===== src/rtl/seq_detector.sv =====
// Sliding-window serial pattern detector with a registered one-cycle detect pulse
// and a saturating, clearable hit counter. All outputs come straight from registers.
module seq_detector #(
    parameter int           N       = 4,
    parameter logic [N-1:0] PAT     = 4'b1011,
    parameter bit           OVERLAP = 1'b1,
    parameter int           CNT_W   = 8
) (
    input  logic                     clk,
    input  logic                     Rd,
    input  logic                     en,
    input  logic                     din,
    input  logic                     clr,
    output logic                     detect,
    output logic [$clog2(N+1)-1:0]   fill,
    output logic [CNT_W-1:0]         hit_cnt,
    output logic                     cnt_sat
);

    localparam int FW = $clog2(N + 1);
    localparam logic [FW-1:0] FILL_MAX = FW'(N);

    typedef enum logic [1:0] {EMPTY, FILLING, FULL} state_e;

    state_e             state_q, state_d;
    logic [N-1:0]       window_q, window_d;
    logic [FW-1:0]      fill_q, fill_d;
    logic               detect_q, detect_d;
    logic [CNT_W-1:0]   hit_cnt_q, hit_cnt_d;
    logic               cnt_sat_q, cnt_sat_d;

    logic [N-1:0]       shifted;
    logic [FW-1:0]      fill_inc;
    logic               match;

    always_ff @(posedge clk) begin
        if (Rd) begin
            state_q   <= EMPTY;
            window_q  <= '0;
            fill_q    <= '0;
            detect_q  <= 1'b0;
            hit_cnt_q <= '0;
            cnt_sat_q <= 1'b0;
        end else begin
            state_q   <= state_d;
            window_q  <= window_d;
            fill_q    <= fill_d;
            detect_q  <= detect_d;
            hit_cnt_q <= hit_cnt_d;
            cnt_sat_q <= cnt_sat_d;
        end
    end

    // Match is judged on the post-shift window and post-shift fill of this edge.
    always_comb begin
        shifted  = {window_q[N-2:0], din};
        fill_inc = (state_q == FULL) ? FILL_MAX : fill_q + 1'b1;
        match    = en && (shifted == PAT) && (fill_inc == FILL_MAX);
        window_d = window_q;
        fill_d   = fill_q;
        if (en) begin
            if (match && !OVERLAP) begin
                window_d = '0;
                fill_d   = '0;
            end else begin
                window_d = shifted;
                fill_d   = fill_inc;
            end
        end
        if (fill_d == '0)
            state_d = EMPTY;
        else if (fill_d == FILL_MAX)
            state_d = FULL;
        else
            state_d = FILLING;
    end

    // clr takes priority over a coincident match for the counter only.
    always_comb begin
        detect_d  = match;
        hit_cnt_d = hit_cnt_q;
        cnt_sat_d = cnt_sat_q;
        if (clr) begin
            hit_cnt_d = '0;
            cnt_sat_d = 1'b0;
        end else begin
            if (match && (hit_cnt_q != '1))
                hit_cnt_d = hit_cnt_q + 1'b1;
            if (hit_cnt_d == '1)
                cnt_sat_d = 1'b1;
        end
    end

    assign detect  = detect_q;
    assign fill    = fill_q;
    assign hit_cnt = hit_cnt_q;
    assign cnt_sat = cnt_sat_q;

endmodule

===== config.mk =====
export PLATFORM = sky130hd
export DESIGN_NAME = seq_detector
export DESIGN_NICKNAME = d
export VERILOG_FILES = /design/src/rtl/seq_detector.sv
export SDC_FILE = /design/constraint.sdc
export NUM_CORES = 1
export LEC_CHECK = 0
export CAP_MARGIN = 20
export CORE_MARGIN = 3
export CORE_UTILIZATION = 53
export DETAILED_ROUTE_END_ITERATION = 8
export GPL_TIMING_DRIVEN = 0
export PLACE_DENSITY_LB_ADDON = 0.15
export SYNTH_ARGS = -nofsm -noshare
export SYNTH_HDL_FRONTEND = slang
export SYNTH_SLANG_ARGS = --single-unit

===== constraint.sdc =====
create_clock -name clk -period 4.8 [get_ports clk]
set_input_delay 0.96 -clock clk [delete_from_list [all_inputs] [get_ports clk]]
set_output_delay 0.96 -clock clk [all_outputs]
set_load 0.01 [all_outputs]

==> summary.md <==
| Metric | Value |
|---|---|
| Layout area overhead | `24.1%` |
| Type of the worst setup path | `in -> reg` |
| Max-Slew Margin vs Limit | `0.645` |
| Cell Pwr Density | `between 200 and 250 nW/um^2` |
| Post-route ant nets | `0` |
| Seq pwr share | `0.570` |
| Clock power frac | `0.349` |
| CP Data Arrival Time | `2.74 ns` |
| Die X | `47.1 um` |
| H-tree Lvls | `1` |
| Sw Ratio | `0.231` |
| Logic gate share of total power | `0.081` |
| I/O pin count | `18` |
| DRC errors left | `0` |
| Largest buffer count on any clock path | `2` |
| Most common cell in the synthesized netlist | `dfxtp_1` |
| Layout cells sized above 1 | `0.0480` |
| Starting Density | `0.582` |
| Met1 wire length | `roughly 860 um` |
| Ranking of synthesized cells by area | `dfxtp_1 40%, mux2i_1 6.7%, nor2_1 5.9%` |
| RSZ-0062 raised after global routing | `false` |
| First-pass GRT wire length | `3.04 mm` |
| Antenna Cells | `0` |
| Count of cell types in the netlist | `35` |
| Max layer used | `met4` |
| Synth Instances | `105` |
| Leak Pwr | `between 0.3 and 0.4 nW` |
| Crit path required time | `5.03 ns` |
| Netlist Area Pre-Place | `897 sq um` |
| Multiplexer share of the synthesized area | `0.0669` |
| Max frequency | `398 MHz` |
| Post-synthesis simple-gate area fraction | `0.283` |
| Full die area | `2220 sq um` |
| Setup violators final | `0` |
| # port buffers | `16` |
| Setup Buffers After CTS | `0` |
| Slew @ Worst Pin | `0.530 ns` |
| Die height | `47.1 um` |
| Synth async-reset ratio | `0` |
| Maximum vdd drop | `0.176 mV` |
| Sequential share of the synthesized area | `0.402` |
| CTS resizes | `0` |
| XOR/XNOR Fraction of Synth Area | `0.0683` |
| Combinational family with the most area after synthesis | `simple AND/OR/NAND/NOR gates` |
| Num CTS Buffers | `3` |
| Crit path time final | `roughly 2.5 ns` |
| Total wire length | `between 1.5 and 2 mm` |
| Initial antenna violation count | `0` |
| Vias in the first global route | `between 700 and 800` |
| Synth Area in Compound Gates | `0.119` |
| Post-synth EDFFs | `0` |
| Final Power | `between 0.0002 and 0.0003 W` |
| Crit share post-route | `0.523` |
| Worst setup EP type | `register` |
| DP HPWL | `1.28 mm` |
| Critical Path Start Type | `primary input` |
| Number of synthesized register bits | `18` |
| Largest net degree at the start of global routing | `11` |
| Mapped Nets | `between 100 and 150` |
| Synth Flop Type | `dfxtp_1` |
| Internal Power | `0.000211 W` |
| Syn_area_per_cell | `approximately 8.5 sq um` |
| Met3 Routed Length | `a little under 70 um` |
| Max-cap violations | `0` |
| Metal2 WL | `a little over 800 um` |
| Hold Path Class | `reg -> reg` |
| Global route overflow | `0` |
| Final Util | `0.722` |
| Status | `finished clean` |
| Iteration-0 DRC Markers | `24` |
| Drt via density | `5.64` |
| Final nets | `around 130` |
| CP Max Fanout | `5` |
| WL/cell | `12.6 um` |
| Yosys warns | `0` |
| Setup Skew | `0.000402 ns` |
| Psw | `approximately 0.000063 W` |
| Largest area contributor in the netlist | `dfxtp_1` |
| CTS tree | `yes` |
| DRT Pass-1 Iters | `4` |
| Final Max Tran Viols | `0` |
| Placer Congestion | `0.761` |
| Hold-fix buffers, CTS | `0` |
| Post-synth top area share | `0.402` |
| CTS root buf | `clkbuf_4` |
| Post-synthesis adder-cell area fraction | `0.0279` |
| Clock slew at reported path FFs | `0.10 ns` |
| Worst skew pair latency | `0.30 ns` |
| Final hold vios | `0` |
| Routed vias | `around 800` |
| Clk sink count | `18` |
| Place WS | `1.97 ns` |
| Tot GR Track Use | `0.195` |
| Most frequent cells after synthesis | `18 x dfxtp_1, 14 x nor2_1` |
| CORE AREA | `1540 sq um` |
| Num rows | `14` |
| Total negative slack | `0 ns` |
| Post-route setup slack | `2.29 ns` |
-- sequential cells by signal, summed over array words and instances (netlist names) --
signal	flops
hit_cnt	8
fill	3
window_q	3
state_q	2
cnt_sat	1
detect	1
-- cell usage in the layout (no fill, tap or decap), types with 2 or more instances in the layout --
cell type and count:
mux2i_1 6, nand2b_1 3, ha_1 2, nor2_1 14, xnor2_1 6, nor3_1 6, clkdlybuf4s50_1 16, clkbuf_1 4
dfxtp_1 18, nor2b_1 4, inv_1 3, and2_1 2, o21ai_0 2, nand3_1 5, nand2_1 6, a21oi_1 4
clkbuf_4 3
-- per-layer routing --
metal,up-vias,global-route usage
li1,408,-
met3,5,0.0345
met5,-,0
met4,0,0.0994
met2,22,0.301
met1,360,0.258
-- worst max-delay path, stage by stage --
cell	delay [ns]
clkdlybuf4s50_1	0.47
and4b_1	0.22
nand2_1	0.13
or4_1	0.53
a31o_1	0.25
a211oi_2	0.18
-- final cells by class --
| type | count | area (sq um) |
|---|---|---|
| Inverter | 3 | 11.3 |
| Buffer | 5 | 18.8 |
| Timing Repair Buffer | 16 | 160 |
| Sequential cell | 18 | 360 |
| Tap cell | 16 | 20.0 |
| Clock buffer | 4 | 36.3 |
| Multi-Input combinational cell | 79 | 507 |
| Fill cell | 142 | 428 |
-- metrics by stage --
| step | hold slack [ns] | std cells | instance area (sq um) |
|---|---|---|---|
| after CTS | 0.509 | 141 | 1110 |
| final | 0.509 | 141 | 1110 |
| after detailed placement | 0.484 | 137 | 1080 |
| after global routing | 0.533 | 141 | 1110 |
| after global placement | 0.474 | 137 | 1080 |
| after floorplan | 0.453 | 105 | 897 |
-- cells by family after synthesis --
family,Yosys count
AND/OR/NAND/NOR,49
buffers and inverters,8
adder cells (fa/ha/maj),2
AO/OA/AOI/OAI,15
flip-flops,18
multiplexers,6
XOR/XNOR,7
-- worst paths after layout --
check	from	to	slack, ns	depth (start not counted)
worst min register to register	window_q[2]	window_q[2]	0.51	2
worst min-delay path	window_q[2]	window_q[2]	0.51	2
worst max-delay path	en	cnt_sat	2.29	6
worst max register to register	fill[0]	cnt_sat	2.73	7
-- power by group through the flow --
stage	sequential [W]	clock [W]	combinational, W
2_1_floorplan	0.000160	0	0.0000135
4_1_cts	0.000156	0.0000964	0.0000224
3_3_place_gp	0.000159	0	0.0000217
3_5_place_dp	0.000159	0	0.0000221
6_report	0.000156	0.0000957	0.0000222
5_1_grt	0.000157	0.000104	0.0000249
No activity file was read; power rests on OpenSTA's default activity.
